[src/rtl/fp32_div_pkg.sv]
// Shared types and constants for the FP32 divider back end.
// Holds the special-operand classification, the binary32 constants and
// the payload structs carried between the post-normalize pipeline stages.
package fp32_div_pkg;

  typedef enum logic [1:0] {
    SP_NORMAL = 2'b00,
    SP_ZERO   = 2'b01,
    SP_INF    = 2'b10,
    SP_NAN    = 2'b11
  } special_e;

  localparam int          FP32_BIAS    = 127;
  localparam int          FP32_EXP_MAX = 255;
  localparam logic [31:0] FP32_QNAN    = 32'h7FC00000;

  // Stage 1 -> stage 2: normalized significand with guard/sticky, exponent
  // already corrected for the operand shifts and the quotient normalization.
  typedef struct packed {
    logic               sign;
    special_e           special;
    logic signed [11:0] expo;
    logic [23:0]        mant;
    logic               guard;
    logic               sticky;
  } s1_t;

  // Stage 2 -> stage 3: rounded significand and final exponent. tiny marks a
  // result that is still subnormal (or zero) after rounding.
  typedef struct packed {
    logic               sign;
    special_e           special;
    logic signed [11:0] expo;
    logic [23:0]        mant;
    logic               inexact;
    logic               tiny;
  } s2_t;

endpackage

[src/rtl/fp_round_rne.sv]
// Round-to-nearest-even increment of a 24-bit significand.
// Ports: mant_i/guard_i/sticky_i in; mant_o (low 24 bits of the sum),
//        carry_o (overflow out of bit 23), inexact_o (any discarded bit set).
module fp_round_rne (
  input  logic [23:0] mant_i,
  input  logic        guard_i,
  input  logic        sticky_i,
  output logic [23:0] mant_o,
  output logic        carry_o,
  output logic        inexact_o
);

  logic        round_up;
  logic [24:0] sum;

  // Ties (guard set, sticky clear) only round up when the LSB is odd.
  assign round_up  = guard_i & (sticky_i | mant_i[0]);
  assign sum       = {1'b0, mant_i} + {24'b0, round_up};
  assign mant_o    = sum[23:0];
  assign carry_o   = sum[24];
  assign inexact_o = guard_i | sticky_i;

endmodule

[src/rtl/fp_div_postnorm_pack.sv]
// FP32 divider back end: renormalize quotient, denormalize tiny results,
// round RNE and pack binary32 with {overflow, underflow, inexact} flags.
// Ports: in_valid/in_ready + quotient, remainder sticky, exponent, operand
//        shifts, sign, special class; out_valid/out_ready + result, flags.
// Three register stages that all advance together whenever the output is
// empty or being consumed; a stalled output freezes the whole pipe.
module fp_div_postnorm_pack
  import fp32_div_pkg::*;
#(
  parameter int QW              = 27,
  parameter bit FLUSH_SUBNORMAL = 1'b0
) (
  input  logic          clk,
  input  logic          rst,
  input  logic          in_valid,
  output logic          in_ready,
  input  logic [QW-1:0] q_mant,
  input  logic          rem_nz,
  input  logic [9:0]    exp_in,
  input  logic [4:0]    dvd_shift,
  input  logic [4:0]    dvs_shift,
  input  logic          sign_in,
  input  logic [1:0]    special_in,
  output logic          out_valid,
  input  logic          out_ready,
  output logic [31:0]   result,
  output logic [2:0]    flags
);

  localparam logic signed [11:0] EXP_MAX_S = 12'(FP32_EXP_MAX);

  logic        en;
  logic        s1_vld_q, s2_vld_q, out_vld_q;
  s1_t         s1_q, s1_d;
  s2_t         s2_q, s2_d;
  logic [31:0] result_q, result_d;
  logic [2:0]  flags_q, flags_d;

  assign en        = !out_vld_q | out_ready;
  assign in_ready  = en;
  assign out_valid = out_vld_q;
  assign result    = result_q;
  assign flags     = flags_q;

  // ---------------------------------------------------------------- S1
  logic signed [11:0] e_adj;
  logic [QW-1:0]      q_norm;

  always_comb begin
    e_adj = {{2{exp_in[9]}}, exp_in} - {7'b0, dvd_shift} + {7'b0, dvs_shift};
    // Quotient lies in [0.5,2); bring the leading one to the 2^0 position.
    if (q_mant[QW-1]) begin
      q_norm = q_mant;
    end else begin
      q_norm = q_mant << 1;
      e_adj  = e_adj - 12'sd1;
    end
    s1_d         = '0;
    s1_d.sign    = sign_in;
    s1_d.special = special_e'(special_in);
    s1_d.expo    = e_adj;
    s1_d.mant    = q_norm[QW-1 -: 24];
    s1_d.guard   = q_norm[QW-25];
    s1_d.sticky  = (|q_norm[QW-26:0]) | rem_nz;
  end

  // ---------------------------------------------------------------- S2
  logic signed [11:0] e1;
  logic signed [11:0] sh_full;
  logic [4:0]         sh;
  logic               sub;
  logic [24:0]        mg, mg_sh;
  logic               lost;
  logic [23:0]        m_pre, m_rnd;
  logic               g_pre, s_pre, rnd_carry, rnd_inexact;

  always_comb begin
    e1      = s1_q.expo;
    sub     = (e1 <= 12'sd0);
    sh_full = 12'sd1 - e1;
    sh      = 5'd0;
    if (sub) begin
      // Beyond 25 every significand bit lands in sticky anyway.
      sh = (sh_full >= 12'sd25) ? 5'd25 : sh_full[4:0];
    end
    // Shift significand and guard together; anything pushed past guard
    // becomes sticky.
    mg    = {s1_q.mant, s1_q.guard};
    mg_sh = mg >> sh;
    lost  = |(mg & ~({25{1'b1}} << sh));
    m_pre = mg_sh[24:1];
    g_pre = mg_sh[0];
    s_pre = s1_q.sticky | lost;
  end

  fp_round_rne u_round (
    .mant_i    (m_pre),
    .guard_i   (g_pre),
    .sticky_i  (s_pre),
    .mant_o    (m_rnd),
    .carry_o   (rnd_carry),
    .inexact_o (rnd_inexact)
  );

  always_comb begin
    s2_d         = '0;
    s2_d.sign    = s1_q.sign;
    s2_d.special = s1_q.special;
    s2_d.inexact = rnd_inexact;
    if (sub) begin
      // A subnormal that rounds into bit 23 is the minimum normal.
      s2_d.mant = m_rnd;
      s2_d.expo = m_rnd[23] ? 12'sd1 : 12'sd0;
      s2_d.tiny = !m_rnd[23];
    end else begin
      // Carry out of bit 23 means the significand became 2.0: renormalize.
      s2_d.mant = rnd_carry ? {1'b1, m_rnd[23:1]} : m_rnd;
      s2_d.expo = rnd_carry ? (e1 + 12'sd1) : e1;
      s2_d.tiny = 1'b0;
    end
  end

  // ---------------------------------------------------------------- S3
  logic signed [11:0] e2;

  always_comb begin
    e2       = s2_q.expo;
    result_d = '0;
    flags_d  = '0;
    case (s2_q.special)
      SP_ZERO: result_d = {s2_q.sign, 31'h0};
      SP_INF:  result_d = {s2_q.sign, 8'hFF, 23'h0};
      SP_NAN:  result_d = FP32_QNAN;
      default: begin
        if (s2_q.tiny) begin
          if (FLUSH_SUBNORMAL) begin
            result_d = {s2_q.sign, 31'h0};
            flags_d  = 3'b011;
          end else begin
            result_d = {s2_q.sign, 8'h00, s2_q.mant[22:0]};
            flags_d  = {1'b0, s2_q.inexact, s2_q.inexact};
          end
        end else if (e2 >= EXP_MAX_S) begin
          result_d = {s2_q.sign, 8'hFF, 23'h0};
          flags_d  = 3'b101;
        end else begin
          result_d = {s2_q.sign, e2[7:0], s2_q.mant[22:0]};
          flags_d  = {2'b00, s2_q.inexact};
        end
      end
    endcase
  end

  // ---------------------------------------------------------------- regs
  always_ff @(posedge clk) begin
    if (rst) begin
      s1_vld_q  <= 1'b0;
      s2_vld_q  <= 1'b0;
      out_vld_q <= 1'b0;
      s1_q      <= '0;
      s2_q      <= '0;
      result_q  <= 32'h0;
      flags_q   <= 3'b0;
    end else if (en) begin
      s1_vld_q  <= in_valid;
      s2_vld_q  <= s1_vld_q;
      out_vld_q <= s2_vld_q;
      if (in_valid) s1_q <= s1_d;
      if (s1_vld_q) s2_q <= s2_d;
      if (s2_vld_q) begin
        result_q <= result_d;
        flags_q  <= flags_d;
      end
    end
  end

endmodule
[config.mk]
export PLATFORM = sky130hd
export DESIGN_NAME = fp_div_postnorm_pack
export DESIGN_NICKNAME = d
export VERILOG_FILES = /design/src/rtl/fp32_div_pkg.sv /design/src/rtl/fp_round_rne.sv /design/src/rtl/fp_div_postnorm_pack.sv
export SDC_FILE = /design/constraint.sdc
export NUM_CORES = 1
export LEC_CHECK = 0
export BUFFER_PORTS_ARGS = -buffer_cell sky130_fd_sc_hd__buf_4
export CAP_MARGIN = 20
export CORE_MARGIN = 2
export CORE_UTILIZATION = 60
export CTS_CLUSTER_SIZE = 25
export DETAILED_ROUTE_END_ITERATION = 8
export GPL_TIMING_DRIVEN = 0
export PLACE_DENSITY_LB_ADDON = 0.2
export SLEW_MARGIN = 20
export SYNTH_ARGS = -nofsm -noshare
export SYNTH_HDL_FRONTEND = slang
export SYNTH_HIERARCHICAL = 1
export SYNTH_SLANG_ARGS = --single-unit
[constraint.sdc]
create_clock -name clk -period 6.5 [get_ports clk]
set_input_delay 0.975 -clock clk [delete_from_list [all_inputs] [get_ports clk]]
set_output_delay 0.975 -clock clk [all_outputs]
set_load 0.02 [all_outputs]
==> impl_metrics.env, run 1 <==
export IMPL_port_buffers=89
export IMPL_dp_hpwl_mm=21.2
export IMPL_gp_congestion=1.01
export IMPL_rrSetupSlack_ns=0.42
export IMPL_endpoint_kind="register"
export IMPL_ys_warn_count=6
export IMPL_finalHoldViolCount=0
export IMPL_startpoint_type="register"
export IMPL_tightest_slew_ns=0.893
export IMPL_num_antenna_cells=0
export IMPL_powerDensity_mw_per_mm2=287
export IMPL_maxSlewHeadroom_pct=39.9
export IMPL_rows=43
export IMPL_yosys_top_cells_count="nor2_1, dfxtp_1, a211oi_1"
export IMPL_synth_top_cells_by_area="dfxtp_1, mux2i_1, nor2_1"
export IMPL_setup_viol=0
export IMPL_synth_enable_flop_cells=0
export IMPL_cts_max_path_buffers=2
export IMPL_drive_gt1_share_pct=16.0
export IMPL_grt_first_pass_wirelength_mm=45.9
export IMPL_cts_tree="done"
export IMPL_clock_fmax_mhz=165
export IMPL_p_leak_uw=0.00387
export IMPL_yosysTopAreaCell="dfxtp_1"
export IMPL_num_io_pins=92
export IMPL_post_drt_wl_per_cell_um=21.3
export IMPL_synth_cell_type_count=83
export IMPL_period_share_pct=93.5
export IMPL_ys_ff_latch=119
export IMPL_ir_worst_vdd_mv=0.166
export IMPL_grt_pass1_vias=8684
export IMPL_dp_cells=1339
export IMPL_gr_total_overflow=0
export IMPL_synth_top_cell_area_share_pct=28.4
export IMPL_hold_class="register to register"
export IMPL_hold_depth=2
export IMPL_dieArea_mm2=0.0149
export IMPL_r2r_cells=27
export IMPL_yosys_most_used_dff="dfxtp_1"
export IMPL_grt_max_degree=17
export IMPL_worstPathMaxFanout=10
export IMPL_skew_ns=0.0122
export IMPL_slew_violations=0
export IMPL_rsz0062_at_grt="false"
export IMPL_cts_htree_levels=4
export IMPL_numCtsBuffers=17
export IMPL_synthCells=1070
export IMPL_fin_total_pwr_uw=2840
export IMPL_antenna_found_initial=0
export IMPL_vias=9031
export IMPL_finalCoreUtilization_pct=71.8
export IMPL_netlist_area_mm2=0.00838
export IMPL_die_w_um=122
export IMPL_maxCapViolCount=0
export IMPL_ant_nets=0
export IMPL_clock_root_buffer="clkbuf_16"
export IMPL_detailed_place_area_mm2=0.00928
export IMPL_clk_pin_slew_ns=0.06
export IMPL_status="finished, final reports clean"
export IMPL_post_route_min_period_ns=6.08
export IMPL_cts_sinks=119
export IMPL_critPathKind="register to register"
export IMPL_initial_core_util_pct=60.9
export IMPL_grt_usage_pct=39.6
export IMPL_ys_seq_area_share_pct=28.4
export IMPL_worstPathRequired_ns=6.85
export IMPL_syn_num_nets=1149
export IMPL_drt_iter0_markers=1195
export IMPL_clk_latency_ns=0.43
export IMPL_cp_data_arrival_time_ns=6.43
export IMPL_routed_wl_mm=29.1
export IMPL_finish_net_count=1256
export IMPL_design_area_mm2=0.00989
export IMPL_design_core_area_mm2=0.0138
export IMPL_avgSynthCellArea_um2=7.83
export IMPL_fin_cells=1370
export IMPL_synthArstFlopShare_pct=0
export IMPL_chipHeight_um=122
export IMPL_drt_first_pass_iters=7
export IMPL_area_growth_pct=18.0
export IMPL_yosysMostFrequentCell="nor2_1"
export IMPL_drc=0
export IMPL_routed_via_density=6.59
[final timing paths]
path	startpoint	endpoint
max	e1[1]	e2[6]
min	flags[1]	flags[1]
max reg2reg	e1[1]	e2[6]
min reg2reg	flags[1]	flags[1]
[metal layers]
metal  GRT usage, %  part of all wire [%]
met5              0                     0
met3           7.87                   8.6
met1           49.1                    40
met4           21.3                   5.1
met2           64.5                    46
[cell families (layout without fill, tap and decap cells)]
group	after synthesis	count (layout)	share of synthesized area (%)
adders and majority gates	24	24	4.03
xor gates and xnor gates	53	53	5.54
DFF	119	119	28.4
AOI/OAI and AO/OA	296	296	24.4
buffers and inverters	126	246	6.37
and+or+nand+nor	380	380	22.4
muxes	72	72	8.84
[stage by stage]
| step | hold slack (ns) | setup WS [ns] | TNS, ns |
|---|---|---|---|
| after floorplan | 0.432 | 0.568 | 0 |
| after global placement | 0.445 | -0.726 | -15.33 |
| after detailed placement | 0.453 | -0.817 | -16.04 |
| after CTS | 0.463 | 0.112 | 0 |
| after global routing | 0.493 | 0.00552 | 0 |
| final | 0.467 | 0.424 | 0 |
[placed cells by master (no fill, tap or decap), types with 42 or more instances in the layout]
master,synthesis,layout
a21oi_1,58,58
nor2_1,144,144
mux2i_1,65,65
clkbuf_1,59,55
inv_1,42,42
dfxtp_1,119,119
nand3_1,49,49
buf_4,4,96
a211oi_1,70,70
nand2_1,66,66
[state kept, by name, summed over array words and instances, names as in the netlist]
signal,flops
s2_q,28
e2,12
mg,25
result,32
flags,3
s1_q,4
e1,12
s1_vld_q,1
out_valid,1
s2_vld_q,1
[final cells by class]
type                            count  area [um^2]
Tap cell                          180          225
Timing Repair Buffer               90          676
Fill cell                        1070         3880
Multi-Input combinational cell    825         5490
Buffer                             81          375
Clock inverter                     14          140
Clock buffer                       18          439
Sequential cell                   119         2380
Inverter                           43          164
[critical path, stage by stage (launching register included)]
cell      delay [ns]
dfxtp_1         0.39
clkbuf_2        0.24
inv_4           0.10
ha_1            0.25
xnor2_1         0.12
or4_1           0.40
a222oi_1        0.30
buf_4           0.23
a21o_1          0.14
buf_6           0.18
nand2_4         0.10
buf_2           0.22
o211ai_1        0.29
nand3_1         0.11
a21boi_1        0.21
o221ai_2        0.28
o21a_1          0.15
ha_1            0.22
ha_1            0.24
nand4_2         0.18
nor4_4          0.29
and4_4          0.34
nand4_1         0.20
inv_1           0.16
nand3_1         0.10
xnor2_1         0.21
nand3_1         0.15
a21oi_1         0.19
[report_power, final]
| group | internal, uW | total (uW) | switching, uW |
|---|---|---|---|
| Clock | 544 | 934 | 390 |
| Combinational | 388 | 1070 | 683 |
| Sequential | 777 | 832 | 55.2 |
| Total | 1710 | 2840 | 1130 |
[repair_timing]
action                     CTS  global route
buffers inserted             0             1
resized for setup            8             6
setup endpoints to repair   31            32
pin swaps                    0             2
hold buffers                 0             0
Note: power is estimated with default switching activity, not from simulation.
==> run 2: changes to the inputs <==
MAX_ROUTING_LAYER = met4   (was default)
==> run 2 against run 1 <==
- hold slack improved by 0.0054 ns
- critical path depth fell by 3
- register-to-register slack got worse by 0.31 ns
- global-route usage rose by 0.36 points
- non-clock buffer count rose by 2
- largest cell class unchanged
==> impl_metrics.env, run 2 (synthesis results as in run 1) <==
export IMPL_status="finished, final reports clean"
export IMPL_cts_tree="done"
export IMPL_post_route_min_period_ns=6.38
export IMPL_critPathMaxStageDelay_ns=0.50
export IMPL_hold_depth=2
export IMPL_switching_share_pct=40.0
export IMPL_powerDensity_mw_per_mm2=281
export IMPL_ir_worst_vdd_mv=0.180
export IMPL_fin_total_pwr_uw=2770
export IMPL_startpoint_type="register"
export IMPL_vias=9080
export IMPL_clock_root_buffer="clkbuf_16"
export IMPL_worstHoldStart="s1_vld_q"
export IMPL_grt_max_degree=17
export IMPL_drc=0
export IMPL_numCtsBuffers=17
export IMPL_rows=43
export IMPL_finalCoreUtilization_pct=71.6
export IMPL_fillers=1074
export IMPL_hold_path_endpoint="s1_vld_q"
export IMPL_area_growth_pct=17.6
export IMPL_setup_viol=0
export IMPL_worstPathCellList="clkbuf_2 -> clkinv_2 -> ha_1 -> xnor2_1 -> or4_1 -> a222oi_1 -> buf_4 -> a21o_1 -> buf_6 -> buf_6 -> a21oi_1 -> a221oi_1 -> mux2i_1 -> o221ai_2 -> o21a_1 -> ha_1 -> ha_1 -> nand4_2 -> nor4_4 -> and4_4 -> and2_2 -> buf_4 -> mux2i_1 -> a211oi_1"
export IMPL_period_share_pct=98.2
export IMPL_critPathKind="register to register"
export IMPL_finalHoldViolCount=0
export IMPL_maxCapViolCount=0
export IMPL_slew_violations=0
export IMPL_worstPathMaxFanout=10
export IMPL_dp_hpwl_mm=21.3
export IMPL_cts_max_path_buffers=2
export IMPL_r2r_end="s2_q[6]"
export IMPL_drt_first_pass_iters=6
export IMPL_ant_nets=0
export IMPL_port_buffers=89
export IMPL_worstPathRequired_ns=6.79
export IMPL_cts_sinks=119
export IMPL_post_drt_wl_per_cell_um=20.9
export IMPL_num_io_pins=92
export IMPL_hold_class="register to register"
export IMPL_maxSlewHeadroom_pct=38.5
export IMPL_fin_tns_setup_ns=0
export IMPL_die_w_um=122
export IMPL_gp_congestion=1.02
export IMPL_final_common_cell="nor2_1"
export IMPL_drt_iter0_markers=1045
export IMPL_p_leak_uw=0.00385
export IMPL_initial_core_util_pct=60.9
export IMPL_crit_top_cell="ha_1"
export IMPL_regArea_mm2=0.00238
export IMPL_cpMaxStageDelayCell="a221oi_1"
export IMPL_grt_pass1_vias=8594
export IMPL_tightest_slew_ns=0.914
export IMPL_p_switching_uw=1110
export IMPL_r2r_cells=24
export IMPL_intPower_uw=1660
export IMPL_dieArea_mm2=0.0149
export IMPL_rrSetupSlack_ns=0.12
export IMPL_multi_input_area_mm2=0.00549
export IMPL_chipHeight_um=122
export IMPL_p_clk_share_pct=31.3
export IMPL_endpoint_kind="register"
export IMPL_design_area_mm2=0.00986
export IMPL_routed_wl_mm=28.7
export IMPL_skew_ns=0.0206
export IMPL_gr_total_overflow=0
export IMPL_clk_pin_slew_ns=0.07
export IMPL_seq_power_share_pct=29.9
export IMPL_cts_htree_levels=4
export IMPL_clk_latency_ns=0.43
export IMPL_num_antenna_cells=0
export IMPL_largest_reg_flops=32
export IMPL_grt_usage_pct=39.9
export IMPL_finish_net_count=1258
export IMPL_whs_ns=0.473
export IMPL_design_core_area_mm2=0.0138
export IMPL_antenna_found_initial=0
export IMPL_clock_fmax_mhz=157
export IMPL_drive_gt1_share_pct=16.0
export IMPL_path_buf_inv=6
export IMPL_routed_via_density=6.62
export IMPL_grt_first_pass_wirelength_mm=44.9
export IMPL_cp_data_arrival_time_ns=6.67
export IMPL_detailed_place_area_mm2=0.00928
export IMPL_crit_family="compound AO/OA/AOI/OAI gates"
export IMPL_layout_common_cells="nor2_1, dfxtp_1, buf_4"
export IMPL_rr_startpoint="e1[1]"
export IMPL_combinationalPowerShare_pct=38.8
[run 2: changes by cell type in the layout (fill, tap and decap cells not counted), moves of 2 or more]
| cell | change |
|---|---|
| clkinv_2 | +3 |
| inv_6 | +2 |
| inv_8 | -2 |
| clkinv_4 | -3 |
[run 2: worst max path at each step]
stage,slack [ns],startpoint,end,depth (start not counted)
2_1_floorplan,0.57,e1[1],s2_q[10],27
3_3_place_gp,-0.77,e1[1],s2_q[10],27
3_5_place_dp,-0.91,e1[1],s2_q[22],27
4_1_cts,0.03,e1[1],s2_q[6],25
5_1_grt,-0.02,e1[1],s2_q[6],26
6_report,0.12,e1[1],s2_q[6],24
[run 2: layer usage]
layer / global-route usage (%) / routed length [um] / vias up
li1: - / - / 4143
met1: 46.8 / 11700 / 4302
met2: 64.3 / 13400 / 514
met3: 7.96 / 2110 / 121
met4: 21.5 / 1440 / 0
met5: - / 0 / -
[run 2: cell type report]
class	count	share of cell area [%]
multi-input cells	825	55.7
flip-flops and latches	119	24.2
well taps	180	2.28
clock inverters	13	0.977
repair buffers	92	7.01
clock buffers	18	4.45
inverters	43	1.65
plain buffers	81	3.81
[run 2: tightest hold or removal path: stages, from the launching register on]
cell and delay (ns):
dfxtp_1 0.32, nand2_1 0.06, a21oi_1 0.05
[run 2: what timing repair did]
action | 4_1_cts | 5_1_grt
setup endpoints to repair | 32 | 31
buffers inserted | 0 | 3
hold buffers | 0 | 0
pin swaps | 0 | 2
resized for setup | 8 | 5
[run 2: power by group through the flow]
stage	Clock [uW]	Combinational, uW	Sequential, uW
floorplan	0	740	828
global route	902	1150	832
finish	868	1070	830
CTS	869	1030	827
global placement	0	1010	840
detailed placement	0	1020	842
[run 2: metrics by stage]
step	worst slack, ns	std cells
5_1_grt	-0.0162	1371
2_1_floorplan	0.568	1070
6_report	0.117	1371
3_5_place_dp	-0.907	1339
4_1_cts	0.0296	1368
3_3_place_gp	-0.770	1339
==> run 3: changes to the inputs <==
CORE_MARGIN = default   (was 2)
RECOVER_POWER = 100   (was default)
==> run 3 against run 2 <==
- total power grew 1.9%
- sequential cell count unchanged
- clock power rose by 9.2%
==> impl_metrics.env, run 3 (synthesis results as in run 1) <==
export IMPL_finalCoreUtilization_pct=72.5
export IMPL_post_route_min_period_ns=6.19
export IMPL_fillers=1060
export IMPL_drt_first_pass_iters=8
export IMPL_grt_usage_pct=38.9
export IMPL_cts_htree_levels=4
export IMPL_cpMaxStageDelayCell="or4_1"
export IMPL_tightest_slew_ns=0.976
export IMPL_drive_gt1_share_pct=12.7
export IMPL_p_leak_uw=0.00373
export IMPL_worstPathRequired_ns=6.85
export IMPL_rows=42
export IMPL_setup_ws_ns=0.307
export IMPL_grt_max_degree=17
export IMPL_drc=0
export IMPL_clock_root_buffer="clkbuf_16"
export IMPL_dieArea_mm2=0.0144
export IMPL_gp_congestion=1.03
export IMPL_clock_fmax_mhz=161
export IMPL_fin_total_pwr_uw=2830
export IMPL_startpoint_type="register"
export IMPL_die_w_um=120
export IMPL_r2r_cells=27
export IMPL_initial_core_util_pct=62.3
export IMPL_vias=8994
export IMPL_ctsHoldBuffers=0
export IMPL_grt_pass1_vias=8325
export IMPL_largest_reg_flops=32
export IMPL_dp_slack_ns=-0.793
export IMPL_finalHoldViolCount=0
export IMPL_routed_wl_mm=26.9
export IMPL_num_io_pins=92
export IMPL_worstPathMaxFanout=10
export IMPL_layout_common_cells="nor2_1, dfxtp_1, clkbuf_1"
export IMPL_rsz0062_at_grt="false"
export IMPL_maxCapViolCount=0
export IMPL_skew_ns=0.0106
export IMPL_status="finished, final reports clean"
export IMPL_critPathKind="register to register"
export IMPL_critPathMaxStageDelay_ns=0.42
export IMPL_cp_data_arrival_time_ns=6.54
export IMPL_final_common_cell="nor2_1"
export IMPL_clk_latency_ns=0.43
export IMPL_cts_tree="done"
export IMPL_period_share_pct=95.3
export IMPL_maxSlewHeadroom_pct=34.5
export IMPL_finish_net_count=1256
export IMPL_slew_violations=0
export IMPL_design_core_area_mm2=0.0135
export IMPL_routed_via_density=6.58
export IMPL_num_antenna_cells=0
export IMPL_antenna_found_initial=0
export IMPL_port_buffers=89
export IMPL_hold_depth=2
export IMPL_cts_max_path_buffers=2
export IMPL_clk_pin_slew_ns=0.06
export IMPL_cts_sinks=119
export IMPL_gr_total_overflow=0
export IMPL_chipHeight_um=120
export IMPL_post_drt_wl_per_cell_um=19.7
export IMPL_hold_class="register to register"
export IMPL_rrSetupSlack_ns=0.31
export IMPL_powerDensity_mw_per_mm2=290
export IMPL_dp_hpwl_mm=20.0
export IMPL_ir_worst_vdd_mv=0.166
export IMPL_setup_viol=0
export IMPL_area_growth_pct=16.4
export IMPL_numCtsBuffers=17
export IMPL_ant_nets=0
export IMPL_drt_iter0_markers=1189
export IMPL_endpoint_kind="register"
export IMPL_grt_first_pass_wirelength_mm=43.1
-- run 3: report_power, final --
part	switching, uW	internal [uW]	total, uW
Clock	369	578	948
Combinational	668	382	1050
Sequential	51.4	777	828
Total	1090	1740	2830
-- run 3: metal layers --
metal	GRT usage, %	up-vias	wire length [um]
met4	18.1	0	1210
met1	47.1	4188	11100
met3	7.59	123	2350
met2	62.4	550	12300
met5	-	-	0
li1	-	4133	-
-- run 3: path summary, 6_finish.rpt --
| check | end | start |
|---|---|---|
| max reg2reg | e2[6] | e1[1] |
| min | s1_q[39] | s1_q[39] |
| max | e2[6] | e1[1] |
| min reg2reg | s1_q[39] | s1_q[39] |
-- run 3: what timing repair did --
action / in CTS / in global routing
resized for setup: 7 / 7
endpoints found under the hold margin: 0 / 0
pin swaps: 0 / 1
setup buffers: 0 / 1
cloned: 0 / 0
endpoints found under the setup margin: 31 / 31
-- run 3: cell type report --
type / instances / area [um^2] / share of cell area [%]
clock inverter: 13 / 149 / 1.53
sequential: 119 / 2380 / 24.4
buffer: 81 / 375 / 3.85
timing repair buffer: 90 / 537 / 5.50
multi-input combinational: 825 / 5490 / 56.2
tap: 176 / 220 / 2.26
clock buffer: 19 / 443 / 4.54
inverter: 43 / 163 / 1.67
-- run 3: stage by stage --
stage	TNS (ns)	std cells	cell area (um^2)	hold WS, ns
after global placement	-14.01	1335	9270	0.442
after detailed placement	-16.34	1335	9270	0.452
after global routing	0	1366	9750	0.476
after CTS	0	1366	9870	0.460
final	0	1366	9750	0.458
after floorplan	0	1070	8380	0.432
-- run 3: worst max-delay path, delay by kind of cell (launching register included) --
| kind | cells | cell delay, ns |
|---|---|---|
| simple gates | 9 | 1.87 |
| compound gates | 7 | 1.60 |
| buf+inv | 6 | 1.20 |
| fa+ha+maj | 3 | 0.71 |
| flops | 1 | 0.39 |
| xor+xnor | 2 | 0.33 |
